File: config.mk
export PLATFORM = sky130hd
export DESIGN_NAME = vc_test_scoreboard
export DESIGN_NICKNAME = d
export VERILOG_FILES = /design/src/rtl/vc_test_scoreboard.sv
export SDC_FILE = /design/constraint.sdc
export NUM_CORES = 2
export LEC_CHECK = 0
export CELL_PAD_IN_SITES_DETAIL_PLACEMENT = 0
export CELL_PAD_IN_SITES_GLOBAL_PLACEMENT = 1
export CORE_MARGIN = 2
export CORE_UTILIZATION = 53
export CTS_CLUSTER_DIAMETER = 150
export DETAILED_ROUTE_END_ITERATION = 8
export PLACE_DENSITY = 0.89
export SYNTH_ARGS = -nofsm -noshare
export SYNTH_HDL_FRONTEND = slang
export SYNTH_SLANG_ARGS = --single-unit
File: constraint.sdc
create_clock -name clk -period 8.53 [get_ports clk]
set_input_delay 2.559 -clock clk [delete_from_list [all_inputs] [get_ports clk]]
set_output_delay 2.559 -clock clk [all_outputs]
set_load 0.01 [all_outputs]
File: src/rtl/vc_test_scoreboard.sv
// vc_test_scoreboard
// ------------------
// Multi-channel streaming checker for unit-test harnesses. Each channel
// holds a FIFO of expected messages, and each message has its own
// don't-care mask. Actual messages from the DUT arrive on a val/rdy port.
// Each one is compared against the head of its channel's queue. The block
// keeps saturating pass/fail counters, captures the first mismatch, and
// ends a test either when every queue has drained or when the DUT stays
// silent for too long during the drain phase.
//
// Ports
//   clk        : clock, all state updates on posedge
//   reset_n    : asynchronous active-low reset
//   go         : start/restart pulse, honoured in IDLE or DONE
//   end_req    : no more expected messages will follow (honoured in RUN)
//   exp_val/exp_rdy/exp_msg/exp_mask : per-channel expected-message input
//   act_val/act_rdy/act_msg          : per-channel actual-message input
//   busy       : RUN or DRAIN
//   done       : DONE
//   timed_out  : DONE was reached because the drain phase went idle too long
//   num_pass/num_fail : saturating comparison counters
//   fail_valid/fail_chan/fail_idx/fail_exp/fail_act : first mismatch record

module vc_test_scoreboard #(
    parameter int p_nchan   = 2,
    parameter int p_nbits   = 32,
    parameter int p_depth   = 16,
    parameter int p_cntbits = 16,
    parameter int p_timeout = 1024
) (
    input  logic                         clk,
    input  logic                         reset_n,
    input  logic                         go,
    input  logic                         end_req,
    input  logic [p_nchan-1:0]           exp_val,
    output logic [p_nchan-1:0]           exp_rdy,
    input  logic [p_nchan*p_nbits-1:0]   exp_msg,
    input  logic [p_nchan*p_nbits-1:0]   exp_mask,
    input  logic [p_nchan-1:0]           act_val,
    output logic [p_nchan-1:0]           act_rdy,
    input  logic [p_nchan*p_nbits-1:0]   act_msg,
    output logic                         busy,
    output logic                         done,
    output logic                         timed_out,
    output logic [p_cntbits-1:0]         num_pass,
    output logic [p_cntbits-1:0]         num_fail,
    output logic                         fail_valid,
    output logic [2:0]                   fail_chan,
    output logic [p_cntbits-1:0]         fail_idx,
    output logic [p_nbits-1:0]           fail_exp,
    output logic [p_nbits-1:0]           fail_act
);

    localparam int AW = $clog2(p_depth);
    localparam int PW = AW + 1;
    localparam int TW = $clog2(p_timeout + 1);
    localparam int SW = $clog2(p_nchan + 1);

    typedef enum logic [1:0] {
        IDLE  = 2'd0,
        RUN   = 2'd1,
        DRAIN = 2'd2,
        DONE  = 2'd3
    } state_t;

    state_t state;
    state_t state_next;

    // Queue storage and pointers. The pointers carry one extra bit so that
    // full and empty can be told apart when the low bits are equal.
    logic [p_nbits-1:0]   q_msg  [p_nchan][p_depth];
    logic [p_nbits-1:0]   q_mask [p_nchan][p_depth];
    logic [PW-1:0]        wr_ptr [p_nchan];
    logic [PW-1:0]        rd_ptr [p_nchan];
    logic [p_cntbits-1:0] idx    [p_nchan];

    logic [p_nbits-1:0]   head_msg  [p_nchan];
    logic [p_nbits-1:0]   head_mask [p_nchan];
    logic [p_nbits-1:0]   act_ch    [p_nchan];

    logic [p_nchan-1:0]   full;
    logic [p_nchan-1:0]   empty;
    logic [p_nchan-1:0]   enq;
    logic [p_nchan-1:0]   deq;
    logic [p_nchan-1:0]   pass_vec;
    logic [p_nchan-1:0]   fail_vec;

    logic [SW-1:0]        pass_cnt;
    logic [SW-1:0]        fail_cnt;
    logic [2:0]           sel_chan;
    logic [p_cntbits-1:0] sel_idx;
    logic [p_nbits-1:0]   sel_exp;
    logic [p_nbits-1:0]   sel_act;

    logic [TW-1:0]        idle_cnt;
    logic [TW-1:0]        idle_inc;
    logic                 flush;
    logic                 timeout_hit;

    function automatic logic [p_cntbits-1:0] sat_add(
        input logic [p_cntbits-1:0] a,
        input logic [SW-1:0]        b
    );
        logic [p_cntbits:0] s;
        s = {1'b0, a} + (p_cntbits + 1)'(b);
        return s[p_cntbits] ? '1 : s[p_cntbits-1:0];
    endfunction

    assign busy     = (state == RUN) || (state == DRAIN);
    assign done     = (state == DONE);
    assign idle_inc = idle_cnt + TW'(1);

    // Per-channel queue status, handshakes and masked comparison. Neither
    // ready bypasses: a full queue refuses data even while it dequeues,
    // and a freshly written entry is not visible until the next cycle.
    always_comb begin
        empty    = '0;
        full     = '0;
        exp_rdy  = '0;
        act_rdy  = '0;
        enq      = '0;
        deq      = '0;
        pass_vec = '0;
        fail_vec = '0;
        for (int c = 0; c < p_nchan; c++) begin
            empty[c]     = (wr_ptr[c] == rd_ptr[c]);
            full[c]      = (wr_ptr[c][AW] != rd_ptr[c][AW]) &&
                           (wr_ptr[c][AW-1:0] == rd_ptr[c][AW-1:0]);
            head_msg[c]  = q_msg[c][rd_ptr[c][AW-1:0]];
            head_mask[c] = q_mask[c][rd_ptr[c][AW-1:0]];
            act_ch[c]    = act_msg[c*p_nbits +: p_nbits];
            exp_rdy[c]   = (state == RUN) && !full[c];
            act_rdy[c]   = ((state == RUN) || (state == DRAIN)) && !empty[c];
            enq[c]       = exp_val[c] && exp_rdy[c];
            deq[c]       = act_val[c] && act_rdy[c];
            if (((act_ch[c] ^ head_msg[c]) & ~head_mask[c]) == '0)
                pass_vec[c] = deq[c];
            else
                fail_vec[c] = deq[c];
        end
    end

    // Tally this cycle's results and pick the failing channel to record.
    // The loop walks downward so that the lowest failing channel is the
    // last one assigned and therefore wins.
    always_comb begin
        pass_cnt = '0;
        fail_cnt = '0;
        sel_chan = '0;
        sel_idx  = '0;
        sel_exp  = '0;
        sel_act  = '0;
        for (int c = p_nchan - 1; c >= 0; c--) begin
            if (pass_vec[c])
                pass_cnt = pass_cnt + SW'(1);
            if (fail_vec[c]) begin
                fail_cnt = fail_cnt + SW'(1);
                sel_chan = 3'(c);
                sel_idx  = idx[c];
                sel_exp  = head_msg[c];
                sel_act  = act_ch[c];
            end
        end
    end

    always_ff @(posedge clk or negedge reset_n) begin
        if (!reset_n)
            state <= IDLE;
        else
            state <= state_next;
    end

    // Draining ends as soon as every queue is empty. Otherwise the drain
    // times out on the edge at which the idle count reaches p_timeout, so
    // DRAIN lasts exactly p_timeout silent cycles.
    always_comb begin
        state_next  = state;
        flush       = 1'b0;
        timeout_hit = 1'b0;
        case (state)
            IDLE: begin
                if (go) begin
                    state_next = RUN;
                    flush      = 1'b1;
                end
            end
            RUN: begin
                if (end_req)
                    state_next = DRAIN;
            end
            DRAIN: begin
                if (&empty) begin
                    state_next = DONE;
                end else if (!(|deq) && (idle_inc == TW'(p_timeout))) begin
                    state_next  = DONE;
                    timeout_hit = 1'b1;
                end
            end
            DONE: begin
                if (go) begin
                    state_next = RUN;
                    flush      = 1'b1;
                end
            end
            default: state_next = IDLE;
        endcase
    end

    always_ff @(posedge clk or negedge reset_n) begin
        if (!reset_n) begin
            for (int c = 0; c < p_nchan; c++) begin
                wr_ptr[c] <= '0;
                rd_ptr[c] <= '0;
                idx[c]    <= '0;
            end
            num_pass   <= '0;
            num_fail   <= '0;
            fail_valid <= 1'b0;
            fail_chan  <= '0;
            fail_idx   <= '0;
            fail_exp   <= '0;
            fail_act   <= '0;
            timed_out  <= 1'b0;
            idle_cnt   <= '0;
        end else if (flush) begin
            for (int c = 0; c < p_nchan; c++) begin
                wr_ptr[c] <= '0;
                rd_ptr[c] <= '0;
                idx[c]    <= '0;
            end
            num_pass   <= '0;
            num_fail   <= '0;
            fail_valid <= 1'b0;
            fail_chan  <= '0;
            fail_idx   <= '0;
            fail_exp   <= '0;
            fail_act   <= '0;
            timed_out  <= 1'b0;
            idle_cnt   <= '0;
        end else begin
            for (int c = 0; c < p_nchan; c++) begin
                if (enq[c])
                    wr_ptr[c] <= wr_ptr[c] + PW'(1);
                if (deq[c]) begin
                    rd_ptr[c] <= rd_ptr[c] + PW'(1);
                    idx[c]    <= idx[c] + p_cntbits'(1);
                end
            end
            num_pass <= sat_add(num_pass, pass_cnt);
            num_fail <= sat_add(num_fail, fail_cnt);
            if (!fail_valid && (|fail_vec)) begin
                fail_valid <= 1'b1;
                fail_chan  <= sel_chan;
                fail_idx   <= sel_idx;
                fail_exp   <= sel_exp;
                fail_act   <= sel_act;
            end
            if (timeout_hit)
                timed_out <= 1'b1;
            if ((state == DRAIN) && !(|deq))
                idle_cnt <= idle_inc;
            else
                idle_cnt <= '0;
        end
    end

    // Queue payload RAM. It has no reset because only the pointers decide
    // which entries are live.
    always_ff @(posedge clk) begin
        for (int c = 0; c < p_nchan; c++) begin
            if (enq[c]) begin
                q_msg[c][wr_ptr[c][AW-1:0]]  <= exp_msg[c*p_nbits +: p_nbits];
                q_mask[c][wr_ptr[c][AW-1:0]] <= exp_mask[c*p_nbits +: p_nbits];
            end
        end
    end

endmodule

==> results.toml <==
[critical_path]
critPathRequiredTime_ns = 9.29
worstSetupStartpointType = "flip-flop"
r2r-end = "num_fail[4]"
r2r_cells = 18
crit_path_end_kind = "flip-flop"
cp_cell_sequence = "buf_4 > mux4_2 > mux2i_1 > xor2_1 > a2111oi_0 > a2111oi_0 > and4b_1 > nand4_1 > o21ai_1 > ha_1 > inv_1 > ha_1 > inv_1 > fa_1 > and3b_1 > nand3_1 > or3_1 > a21oi_1"
crit_family = "simple AND/OR/NAND/NOR gates"
cp.arrival_ns = 8.15
critPathMaxStageDelay_ns = 1.00
rrSetupSlack_ns = 1.14
timing.critical_path.buf_inv = 3
crit_type = "flip-flop to flip-flop"
timing.rr.start = "rd_ptr[6]"
cpMaxStageDelayCell = "dfrtp_4"
crit_fanout = 43

[die]
coreArea_mm2 = 0.165
die_area_mm2 = 0.170
row_count = 149
die_width_um = 413
pin_count = 323
start_util_pct = 53.5
dieHeight_um = 413

[synth]
synth_most_common_cell = "edfxtp_1"
yosysTopAreaCell = "edfxtp_1"
async_flop_share_pct = 8.08
ys_seq_elements = 2228
synth_common_cells = "edfxtp_1, mux4_2, mux2i_1, dfrtp_1, nor2_1"
synth.avg_cell_area_um2 = 19.6
seq_area_frac_synth_pct = 74.6
synthTopCellsByArea = "edfxtp_1, mux4_2, dfrtp_1"
synth_cells = 4507
synth_top_area_share_pct = 69.5
syn_area_mm2 = 0.0885
synth_cell_types = 67
yosysWarnings = 0
synth_edf_count = 2048
yosys_most_used_dff = "edfxtp_1"

[cts]
holdBufCountCts = 0
post-cts-setup-buffers = 0
cts_sinks = 2228
worstSkewPairLatency_ns = 0.88
max-clock-path-buffers = 3
clkTransAtPathRegs_ns = 0.06
ctsHtreeMaxLevel = 4
cts_inserted_buffers = 206
postCtsResizedCells = 0
cts_tree = "done"
clock-root-buffer = "clkbuf_16"

[sta]
tns_ns = 0
fmax_mhz = 135
worst_pin_slew_ns = 1.26
min_period_over_period_pct = 86.6
rsz0062_at_grt = "no"
hold_viol_final = 0
slew_headroom_pct = 13.3
min_period_ns = 7.39
setup_violations = 0
slew_viol_final = 0
finalClockSkew_ns = 0.0510

[drt]
detail-route-antenna-nets = 0
drc = 0
dr.first_iter.drc_count = 7598
dr_total_vias = 48300
viasPerCell = 6.60
wl_per_cell_um = 34.3
drt_wl_total_mm = 251
dr.pass1.iters = 6

[power]
p_int_mw = 20.2
ir_drop_uv = 181
power.net_switching_mw = 8.33
p_clk_share_pct = 31.9
total_power_mw = 28.5
combPwrFrac_pct = 23.2
p_seq_share_pct = 44.9
p_sw_share_pct = 29.2
power_density_mw_per_mm2 = 281
p_leak_nw = 32.3

[place]
io_buffers = 320
dp_cells = 6911
place_congestion = 0.910
dp_hpwl_mm = 157

[layout]
area_growth_pct = 14.4
fin_cells = 7322
drive_above_1_share_pct = 18.0
nets = 5157

[global_route]
antenna_found_initial = 54
grt_pass1_vias = 46000
grt_overflow_total = 0
grt_max_degree = 121
track_usage_pct = 29.3
grt_pass1_wl_mm = 349

[status]
status = "complete, no violations"

[min_path]
min_path_cells = 2
hold_start = "fail_exp[17]"
hold_class = "flip-flop to flip-flop"
hold_path_end = "fail_exp[17]"

[job]
cap_violations = 0
==> sequential cells by signal, indices dropped and copies added (netlist names), 10 cells and up <==
register and count:
q_mask 1024, rd_ptr 10, q_msg 1024, idx 32, num_pass 16, fail_idx 16
num_fail 16, wr_ptr 10, fail_exp 32, idle_cnt 11, fail_act 32
==> kinds of logic (layout without fill, tap and decap cells) <==
| group | after synthesis | in the layout | synth area share (%) |
|---|---|---|---|
| multiplexers | 798 | 798 | 14.7 |
| adder cells (fa/ha/maj) | 27 | 27 | 0.399 |
| AO/OA/AOI/OAI | 402 | 402 | 3.44 |
| buffers and inverters | 272 | 865 | 1.73 |
| other | 1 | 34 | 0.00424 |
| XOR/XNOR | 200 | 200 | 1.98 |
| AND/OR/NAND/NOR | 579 | 579 | 3.15 |
| flip-flops | 2228 | 2228 | 74.6 |
==> per-layer routing <==
metal | part of all wire [%] | GRT usage (%)
met5 | 0.12 | 0
met4 | 4.2 | 11.7
met2 | 45 | 43.5
met3 | 14 | 10.1
met1 | 36 | 40.1
==> per-stage QoR <==
stage / instance area, µm² / setup WS, ns / utilization [%] / hold WS [ns]
after floorplan: 88500 / 0.534 / - / 0.481
after global placement: 94600 / 0.684 / 57.2 / 0.470
after detailed placement: 94600 / 0.559 / 57.2 / 0.475
after CTS: 101000 / 1.33 / 61.2 / 0.496
after global routing: 101000 / 0.851 / 61.2 / 0.505
final: 101000 / 1.14 / 61.3 / 0.499
==> worst min-delay path, cell delays in order (launching register included) <==
cell and delay [ns]:
dfrtp_1 0.34, nand2_1 0.05, o221ai_1 0.06
==> layout by cell type (no fill, tap or decap), types with 10 or more instances in the layout <==
master,synthesis,layout
buf_4,38,118
mux2_2,27,27
xnor2_1,116,116
nor2_1,169,144
o21ai_0,21,21
a221oi_1,32,32
clkinv_1,0,52
nor2_4,0,25
xor2_1,84,84
clkinv_2,0,45
bufinv_16,0,17
clkbuf_16,0,211
nor2b_1,31,29
nand3_1,58,58
clkbuf_8,0,11
mux4_2,400,400
clkbuf_1,77,29
diode_2,0,32
dfrtp_1,180,172
edfxtp_1,2048,2048
a21oi_1,88,88
o221ai_1,14,14
and2_1,74,73
a22o_1,10,10
buf_12,0,18
ha_1,25,25
a221o_1,71,71
a22oi_1,86,86
nor3_1,21,13
mux2i_1,370,370
and3_1,26,25
clkdlybuf4s50_1,0,319
nand2_1,143,143
o22ai_1,11,11
a211oi_1,10,10
nand4_1,17,17
inv_1,30,27
==> area by class of cell <==
class | instances | area (µm²)
Multi-Input combinational cell | 2008 | 21200
Fill cell | 10900 | 64100
Sequential cell | 2228 | 66000
Antenna cell | 32 | 80.1
Inverter | 30 | 113
Tap cell | 2189 | 2740
Clock buffer | 250 | 5530
Timing Repair Buffer | 456 | 4450
Clock inverter | 129 | 1120
==> how the worst max path moves through the flow <==
stage	start	endpoint	slack, ns	depth (start not counted)
floorplan	exp_val[0]	q_mask[0][384]	0.53	4
global placement	act_msg[32]	num_fail[1]	0.68	16
detailed placement	act_msg[2]	num_fail[4]	0.56	16
CTS	rd_ptr[6]	num_fail[4]	1.33	18
global route	rd_ptr[6]	num_fail[9]	0.85	18
finish	rd_ptr[6]	num_fail[4]	1.14	18
==> power groups by stage <==
stage | registers [mW] | logic, mW | clock network (mW)
6_report | 12.8 | 6.60 | 9.09
4_1_cts | 12.8 | 6.52 | 9.13
2_1_floorplan | 12.8 | 4.13 | 0
3_5_place_dp | 13.0 | 6.45 | 0
5_1_grt | 12.8 | 6.87 | 9.53
3_3_place_gp | 13.0 | 6.38 | 0
Note: power is estimated with default switching activity, not from simulation.
